File: src/rtl/fpga_cfg_pkg.sv
// Shared configuration definitions for the FPGA fabric loaders: the CLB
// config word layout and the loader state encoding.
package fpga_cfg_pkg;

    // CLB configuration word width and field positions.
    localparam int CFG_W     = 23;
    localparam int LUT_LSB   = 0;
    localparam int LUT_W     = 16;
    localparam int PASS_LSB  = 16;
    localparam int PASS_W    = 2;
    localparam int REG_BIT   = 18;
    localparam int ROUTE_LSB = 19;
    localparam int ROUTE_W   = 4;

    typedef enum logic [1:0] {
        IDLE  = 2'd0,
        SHIFT = 2'd1,
        WRITE = 2'd2,
        DONE  = 2'd3
    } cfg_state_e;

    // Extract the pass-through select field from a CLB config word.
    function automatic logic [PASS_W-1:0] get_pass_sel(input logic [CFG_W-1:0] word);
        return word[PASS_LSB +: PASS_W];
    endfunction

endpackage

File: src/rtl/cfg_shift_reg.sv
// Serial-in/parallel-out deserializer. Only the first W-1 bits are stored;
// the word presented on o_word is completed by the bit currently on i_bit,
// so the owner can capture a full word on the same edge that accepts its
// last bit.
module cfg_shift_reg #(
    parameter int W = 23
) (
    input  logic         i_clk,
    input  logic         i_rst,
    input  logic         i_clr,
    input  logic         i_en,
    input  logic         i_bit,
    output logic [W-1:0] o_word
);

    logic [W-2:0] r_q;

    // Shift accepted bits in MSB-first; reset and clear both empty the register.
    always_ff @(posedge i_clk) begin
        if (i_rst) begin
            r_q <= {(W-1){1'b0}};
        end else if (i_clr) begin
            r_q <= {(W-1){1'b0}};
        end else if (i_en) begin
            r_q <= {r_q[W-3:0], i_bit};
        end else begin
            r_q <= r_q;
        end
    end

    assign o_word = {r_q, i_bit};

endmodule

File: src/rtl/cfg_loader.sv
// Configuration loader: deserializes a bit-serial stream into CFG_W-bit CLB
// config words and writes them to CLB 0..N_CLB-1 in order over a shared bits
// bus with a one-hot write enable.
module cfg_loader
    import fpga_cfg_pkg::*;
#(
    parameter int N_CLB = 4,
    parameter int CFG_W = fpga_cfg_pkg::CFG_W
) (
    input  logic             clk_i,
    input  logic             rst_i,
    input  logic             start_i,
    input  logic             cfg_valid_i,
    input  logic             cfg_data_i,
    output logic             cfg_ready_o,
    output logic [CFG_W-1:0] bits_o,
    output logic [N_CLB-1:0] wr_en_o,
    output logic             busy_o,
    output logic             done_o
);

    localparam int BC_W = $clog2(CFG_W);
    localparam int WC_W = $clog2(N_CLB) + 1;

    cfg_state_e       r_state;
    logic [BC_W-1:0]  r_bit_cnt;
    logic [WC_W-1:0]  r_word_cnt;
    logic [CFG_W-1:0] r_bits;
    logic [N_CLB-1:0] r_wr_en;
    logic             r_ready;
    logic             r_busy;
    logic             r_done;

    logic [CFG_W-1:0] w_word;
    logic [N_CLB-1:0] w_dec;
    logic             w_accept;
    logic             w_last_bit;
    logic             w_last_word;

    // A start pulse discards any partial word, so it also clears the deserializer.
    cfg_shift_reg #(.W(CFG_W)) u_shift (
        .i_clk  (clk_i),
        .i_rst  (rst_i),
        .i_clr  (start_i),
        .i_en   (w_accept),
        .i_bit  (cfg_data_i),
        .o_word (w_word)
    );

    // Handshake and counter terminal conditions; a restart takes precedence over a bit.
    always_comb begin
        w_accept    = cfg_valid_i & r_ready & ~start_i;
        w_last_bit  = (r_bit_cnt == BC_W'(CFG_W - 1));
        w_last_word = (r_word_cnt == WC_W'(N_CLB - 1));
    end

    // One-hot decode of the word counter into the next write enable.
    always_comb begin
        w_dec = {N_CLB{1'b0}};
        for (int k = 0; k < N_CLB; k++) begin
            if (r_word_cnt == WC_W'(k)) begin
                w_dec[k] = 1'b1;
            end else begin
                w_dec[k] = 1'b0;
            end
        end
    end

    // Loader FSM with registered handshake, status, bits bus and write-enable outputs.
    always_ff @(posedge clk_i) begin
        if (rst_i) begin
            r_state    <= IDLE;
            r_bit_cnt  <= {BC_W{1'b0}};
            r_word_cnt <= {WC_W{1'b0}};
            r_bits     <= {CFG_W{1'b0}};
            r_wr_en    <= {N_CLB{1'b0}};
            r_ready    <= 1'b0;
            r_busy     <= 1'b0;
            r_done     <= 1'b0;
        end else begin
            case (r_state)
                IDLE, DONE: begin
                    if (start_i) begin
                        r_state    <= SHIFT;
                        r_bit_cnt  <= {BC_W{1'b0}};
                        r_word_cnt <= {WC_W{1'b0}};
                        r_ready    <= 1'b1;
                        r_busy     <= 1'b1;
                        r_done     <= 1'b0;
                    end
                end
                SHIFT: begin
                    if (start_i) begin
                        r_bit_cnt  <= {BC_W{1'b0}};
                        r_word_cnt <= {WC_W{1'b0}};
                    end else if (w_accept) begin
                        if (w_last_bit) begin
                            // Word complete: present it and pulse this CLB's enable next cycle.
                            r_state   <= WRITE;
                            r_bits    <= w_word;
                            r_wr_en   <= w_dec;
                            r_bit_cnt <= {BC_W{1'b0}};
                            r_ready   <= 1'b0;
                        end else begin
                            r_bit_cnt <= r_bit_cnt + BC_W'(1);
                        end
                    end
                end
                WRITE: begin
                    // The pulse lasts exactly one cycle even if a restart arrives now.
                    r_wr_en   <= {N_CLB{1'b0}};
                    r_bit_cnt <= {BC_W{1'b0}};
                    if (start_i) begin
                        r_state    <= SHIFT;
                        r_word_cnt <= {WC_W{1'b0}};
                        r_ready    <= 1'b1;
                    end else if (w_last_word) begin
                        r_state    <= DONE;
                        r_word_cnt <= r_word_cnt + WC_W'(1);
                        r_busy     <= 1'b0;
                        r_done     <= 1'b1;
                    end else begin
                        r_state    <= SHIFT;
                        r_word_cnt <= r_word_cnt + WC_W'(1);
                        r_ready    <= 1'b1;
                    end
                end
                default: begin
                    r_state <= IDLE;
                    r_wr_en <= {N_CLB{1'b0}};
                    r_ready <= 1'b0;
                    r_busy  <= 1'b0;
                    r_done  <= 1'b0;
                end
            endcase
        end
    end

    assign cfg_ready_o = r_ready;
    assign bits_o      = r_bits;
    assign wr_en_o     = r_wr_en;
    assign busy_o      = r_busy;
    assign done_o      = r_done;

endmodule
File: config.mk
export PLATFORM = sky130hd
export DESIGN_NAME = cfg_loader
export DESIGN_NICKNAME = d
export VERILOG_FILES = /design/src/rtl/fpga_cfg_pkg.sv /design/src/rtl/cfg_shift_reg.sv /design/src/rtl/cfg_loader.sv
export SDC_FILE = /design/constraint.sdc
export NUM_CORES = 1
export LEC_CHECK = 0
export CORE_ASPECT_RATIO = 0.8
export CORE_MARGIN = 4
export CORE_UTILIZATION = 40
export CTS_CLUSTER_SIZE = 20
export DETAILED_ROUTE_END_ITERATION = 8
export PLACE_DENSITY = 0.71
export RECOVER_POWER = 100
export SLEW_MARGIN = 20
export SYNTH_ARGS = -nofsm -noshare
export SYNTH_HDL_FRONTEND = slang
export SYNTH_SLANG_ARGS = --single-unit
File: constraint.sdc
create_clock -name clk_i -period 2.4 [get_ports clk_i]
set_clock_uncertainty 0.15 [all_clocks]
set_input_delay 0.48 -clock clk_i [delete_from_list [all_inputs] [get_ports clk_i]]
set_output_delay 0.48 -clock clk_i [all_outputs]
set_load 0.05 [all_outputs]
==> flow_metrics.tcl <==
set metrics [dict create \
    fin_tns_setup_ps 0 \
    yosysUniqueCellTypes 38 \
    regArea_mm2 0.00124 \
    crit_arrival_ps 1670 \
    syn_nets 319 \
    die_x_um 96.5 \
    cts_tree "done" \
    place.gp.congestion 0.879 \
    synth_edf_count 0 \
    cts.sinks 62 \
    synth_top_family_by_area "simple AND/OR/NAND/NOR gates" \
    critPathSlowestCell "clkdlybuf4s50_1" \
    nets 353 \
    remaining_drc_errors 0 \
    placeableCoreArea_mm2 0.00601 \
    p_per_area_mw_per_mm2 693 \
    start_util_pct 41.8 \
    cts_max_level 3 \
    synth_mux_area_share_pct 1.20 \
    async_flop_share_pct 0 \
    cp.required_ps 1770 \
    worst-path-max-fanout 8 \
    syn_area_mm2 0.00251 \
    postRouteAntennaNets 0 \
    hold_violations 0 \
    wl_per_cell_um 12.2 \
    crit_chain "clkdlybuf4s50_1" \
    syn_area_per_cell_um2 8.25 \
    cts.repair.resized 0 \
    rsz0062_at_grt "no" \
    grt_first_pass_wirelength_um 8900 \
    vias_per_cell 4.98 \
    design.portCount 35 \
    slew_headroom_pct 36.4 \
    fin_crit_ps 2300 \
    nFillCells 608 \
    fp-row-count 25 \
    wirelength_um 5180 \
    cp_num_buf_inv 1 \
    die_y_um 78.8 \
    clock.fmax_ghz 0.435 \
    seq_area_frac_synth_pct 49.5 \
    instances_no_fill 424 \
    yosysWarnings 0 \
    cts_root_buf "clkbuf_8" \
    dp_cells 408 \
    mostFrequentLayoutCell "nand2_1" \
    drive_above_1_share_pct 7.00 \
    synth-xor-area-share_pct 0.699 \
    hpwl_um 3480 \
    drtIter0Drc 88 \
    antenna_cells 0 \
    maxSlewViolCount 0 \
    multiInputGateArea_mm2 0.00112 \
    track_usage_pct 15.1 \
    wl_met3_um 265 \
    drt_pre_antenna_iters 4 \
    layout_common_cells "nand2_1, dfxtp_1, a21oi_1" \
    clock_latency_ps 340 \
    worst_pin_slew_ps 954 \
    antenna_found_initial 0 \
    finalSetupViolCount 0 \
    ys_ff_latch 62 \
    min_path_type "reg -> reg" \
    startpoint_type "register" \
    outcome "finished, final reports clean" \
    grt_pass1_vias 1974 \
    io_buffers 34 \
    holdBufCountCts 0 \
    cp_top_family "buffers and inverters" \
    power_leakage_nw 1.12 \
    cts_setup_buffers 0 \
    period_share_pct 95.7 \
    dieArea_mm2 0.00761 \
    grt_max_degree 38 \
    wl_met1_um 2460 \
    num_vias 2110 \
    path_clk_slew_ps 70 \
    synthSimpleGateAreaFrac_pct 24.3 \
    clockBufferDepth 2 \
    cp_slowest_stage_delay_ps 860 \
    synth-adder-area-share_pct 4.99 \
    ir_worst_vdd_mv 0.405 \
    worstSetupPathType "reg -> out" \
    synth_ff_type "dfxtp_1" \
    synth_compound_area_share_pct 14.4 \
    routed.top_layer "met4" \
    numCtsBuffers 9 \
    wl_met2_um 2360 \
    cap_viol_max_count 0 \
    crit_path_end_kind "output port" \
    area_growth_pct 22.7 \
    syn_inst 304 \
    grt-ovfl-total 0 \
]
==> layer usage <==
layer	vias up	track usage, %
li1	1079	-
met1	972	18.5
met2	50	23.8
met3	9	4.73
met4	0	7.70
met5	-	0
==> path summary, 6_finish.rpt <==
check	startpoint	end	slack [ps]	cells after the start
max reg2reg	r_state[0]$_SDFFE_PP0P_	r_bit_cnt[3]$_SDFFE_PP0P_	430	5
max	cfg_ready_o$_SDFFE_PP0P_	cfg_ready_o	100	1
min	bits_o[19]$_SDFFE_PP0P_	bits_o[19]$_SDFFE_PP0P_	300	2
min reg2reg	bits_o[19]$_SDFFE_PP0P_	bits_o[19]$_SDFFE_PP0P_	300	2
==> state kept, by name, indices dropped and copies added (netlist names) <==
register and flops:
bits_o 23, u_shift.r_q 22, r_bit_cnt 5, wr_en_o 4, r_word_cnt 3, r_state 2, busy_o 1, cfg_ready_o 1
done_o 1
==> cell type report <==
cell class / instances / area share, %
Multi-Input combinational cell: 215 / 36.5
Clock buffer: 10 / 4.15
Clock inverter: 6 / 1.99
Tap cell: 81 / 3.29
Inverter: 9 / 1.10
Timing Repair Buffer: 41 / 12.6
Sequential cell: 62 / 40.3
==> stage by stage <==
stage / total power [W] / setup WS, ps / area, um^2 / utilization (%) / hold slack [ps]
floorplan: 0.00122 / 544 / 2510 / - / 282
global placement: 0.00127 / 132 / 2910 / 48.5 / 292
detailed placement: 0.00127 / 103 / 2910 / 48.5 / 298
CTS: 0.00216 / 77.7 / 3100 / 51.6 / 308
global route: 0.00222 / 39.3 / 3080 / 51.2 / 322
finish: 0.00213 / 102 / 3080 / 51.2 / 300
==> cell families (layout without fill, tap and decap cells) <==
logic type	after synthesis	count (layout)
XOR/XNOR	2	2
AND/OR/NAND/NOR	135	135
AO/OA/AOI/OAI	65	65
flip-flops	62	62
buffers and inverters	27	66
multiplexers	3	3
adder cells (fa/ha/maj)	10	10
==> synthesized netlist by cell type, types with 2 or more instances <==
library cell,count,area (um^2)
a211oi_1,3,22.5
a21oi_1,50,250
buf_1,2,7.51
buf_2,6,30.0
buf_4,2,15.0
clkbuf_1,7,26.3
dfxtp_1,62,1240
ha_1,10,125
inv_1,9,33.8
mux2i_1,3,30.0
nand2_1,93,349
nand3_1,8,40.0
nand3b_1,2,15.0
nand4b_1,6,52.6
nor2_1,10,37.5
nor3_1,4,20.0
nor3b_1,2,15.0
o21ai_0,4,20.0
o31ai_1,2,15.0
==> report_power, final <==
group          internal, W  switching (W)
Combinational    0.0000577       0.000126
Sequential         0.00104      0.0000161
Clock             0.000477       0.000414
Note: power is estimated with default switching activity, not from simulation.
==> variant, RTL diff (same flow settings) <==
The 4 states of `cfg_state_e` get a one-hot encoding in 4 bits.
--- a/src/rtl/fpga_cfg_pkg.sv
+++ b/src/rtl/fpga_cfg_pkg.sv
@@ -12,11 +12,11 @@
     localparam int ROUTE_LSB = 19;
     localparam int ROUTE_W   = 4;
 
-    typedef enum logic [1:0] {
-        IDLE  = 2'd0,
-        SHIFT = 2'd1,
-        WRITE = 2'd2,
-        DONE  = 2'd3
+    typedef enum logic [3:0] {
+        IDLE  = 4'b0001,
+        SHIFT = 4'b0010,
+        WRITE = 4'b0100,
+        DONE  = 4'b1000
     } cfg_state_e;
 
     // Extract the pass-through select field from a CLB config word.
Behaviour: same outputs for any inputs over 10 cycles, from zero or initial values and one cycle with rst_i high; not proved beyond that.
==> variant against the unedited design <==
Via count up 11%; routed wire length increased by 13%; combinational power down 17%; non-clock buffer count up 12; sequential cell count up 2; worst setup slack better by 0.034 ns; synthesized area increased by 4.1%; critical path depth is 4 higher; cell area grew 7.1%; total power rose by 1.8%; critical endpoint is now bits_o[10]$_SDFFE_PP0P_; largest power group unchanged.
==> variant: results (changes against the unedited design) <==
setup slack, reg-to-reg - 0.14 ns (-0.29 ns)
switching power of the nets - 0.520 mW (-6.5%)
vias in the first global route - 2191 (+11%)
number of antenna violations at the first check in global routing - 0 (unchanged)
number of buffers inserted during clock tree synthesis - 9 (unchanged)
maximum clock insertion buffer count - 2 (unchanged)
CTS H-Tree Depth - 3 (unchanged)
Detail Placement HPWL - 4180 um (+20%)
Total Routing Usage GR - 15.9% (+0.71 points)
Setup Fix Bufs, Post-CTS - 0 (unchanged)
Synthesized Nets - 332 (+4.1%)
leak pwr - 1.20 nW (+7.6%)
share of synthesized area occupied by flip-flops and latches - 49.1% (-0.41 points)
layout cells sized above 1 - 8.92% (+1.9 points)
library cells used by synthesis - 37 (-2.6%)
antenna cell count - 0 (unchanged)
Commonest cells post-synth - nand2_1, dfxtp_1, a21oi_1
largest voltage drop on the vdd net - 0.000285 V (-30%)
latest clock arrival within the worst-skew pair - 0.34 ns (about the same)
Max FO, Critical Path - 17 (+9)
placement-stage cell area - 3130 um2 (+7.4%)
routability congestion estimate from global placement - 0.967 (+9.9%)
GR Util met2 - 24.8% (+1.0 points)
GR Util met3 - 5.38% (+0.65 points)
GR Layer Usage met1 - 20.7% (+2.2 points)
Clock Tree Root - clkbuf_8
Worst Path Arrival - 2.34 ns (+0.67 ns)
number of port buffers - 34 (unchanged)
number of warnings printed during yosys synthesis - 0 (unchanged)
top area cells in the synthesized netlist - dfxtp_1, nand2_1, a21oi_1
via density per instance - 5.14 (+3.4%)
wire length per cell - 12.9 um (+5.8%)
Post-synth ARST share - 0% (unchanged)
most used flip-flop cell after synthesis - dfxtp_1
Cells on Worst Hold Path - 2 (unchanged)
pin count of the biggest net entering global routing - 24 (-37%)
relative slew slack - 65.5% (+29 points)
outcome - complete, no violations
first-pass detailed-route iteration total - 4 (unchanged)
wire length of the first global-routing pass - 10100 um (+14%)
path class of the lowest-slack min-delay path - reg2reg
max FFs per register - 23 (unchanged)
Worst Reg2Reg Path Length in Cells - 5 (unchanged)
cells resized by post-CTS repair - 0 (unchanged)
number of nets in the layout - 377 (+6.8%)
Detailed Route Iter0 Violations - 190 (+120%)
register clock-pin slew on the reported worst setup and hold paths - 0.07 ns (about the same)
[variant: cell types whose count changed in the layout (fill, tap and decap cells not counted), sizes merged, moves of 4 or more]
cell and change:
nor2 -4, buf +6, or4 +4, clkbuf +7, nand2 +6, nand4b -5
o21ai +5
[variant: worst paths after layout]
check                                             start                 endpoint
worst max-delay path            r_state[2]$_SDFFE_PP0P_  bits_o[10]$_SDFFE_PP0P_
worst min-delay path            bits_o[14]$_SDFFE_PP0P_  bits_o[14]$_SDFFE_PP0P_
worst max register to register  r_state[2]$_SDFFE_PP0P_  bits_o[10]$_SDFFE_PP0P_
worst min register to register  bits_o[14]$_SDFFE_PP0P_  bits_o[14]$_SDFFE_PP0P_
[variant: stage by stage]
step / power [mW] / setup slack [ns] / instances / util [%] / hold WS [ns]
3_5_place_dp: 1.26 / 0.116 / 438 / 49.0 / 0.300
4_1_cts: 2.20 / 0.166 / 454 / 52.3 / 0.309
6_report: 2.17 / 0.136 / 454 / 51.7 / 0.302
2_1_floorplan: 1.20 / 0.251 / 320 / - / 0.282
5_1_grt: 2.26 / 0.0432 / 454 / 51.7 / 0.330
3_3_place_gp: 1.26 / 0.143 / 438 / 49.0 / 0.295
[variant: area by class of cell]
type | instances | area (um2)
fill | 625 | 3080
sequential | 64 | 1280
multi-input combinational | 226 | 1200
timing repair buffer | 53 | 464
clock buffer | 11 | 151
tap | 84 | 105
clock inverter | 5 | 55.1
inverter | 11 | 41.3
[variant: cell families after synthesis]
| group | share of synthesized area [%] |
|---|---|
| AOI/OAI and AO/OA | 18.3 |
| xor gates and xnor gates | 1.01 |
| adders and majority gates | 3.36 |
| buffers and inverters | 5.13 |
| DFF | 49.1 |
| muxes | 0.431 |
| and+or+nand+nor | 22.7 |
[variant: power groups by stage]
stage | Clock, mW | Combinational (mW) | Sequential [mW]
finish | 0.942 | 0.152 | 1.08
floorplan | 0 | 0.0860 | 1.11
global route | 1.01 | 0.167 | 1.08
detailed placement | 0 | 0.158 | 1.10
CTS | 0.966 | 0.158 | 1.08
global placement | 0 | 0.156 | 1.10
[variant: worst max-delay path, cell delays in order, from the launching register on]
cell and delay [ns]:
dfxtp_1 0.41, or4b_4 0.61, or4_1 0.55, buf_2 0.25, nand2_1 0.10, a21oi_1 0.07
[variant: per-layer routing]
| metal | vias to the layer above | share of wire, % |
|---|---|---|
| met3 | 7 | 6.6 |
| met4 | 0 | 1.2 |
| met2 | 68 | 44 |
| met1 | 1086 | 48 |
| met5 | - | 0 |
| li1 | 1174 | - |
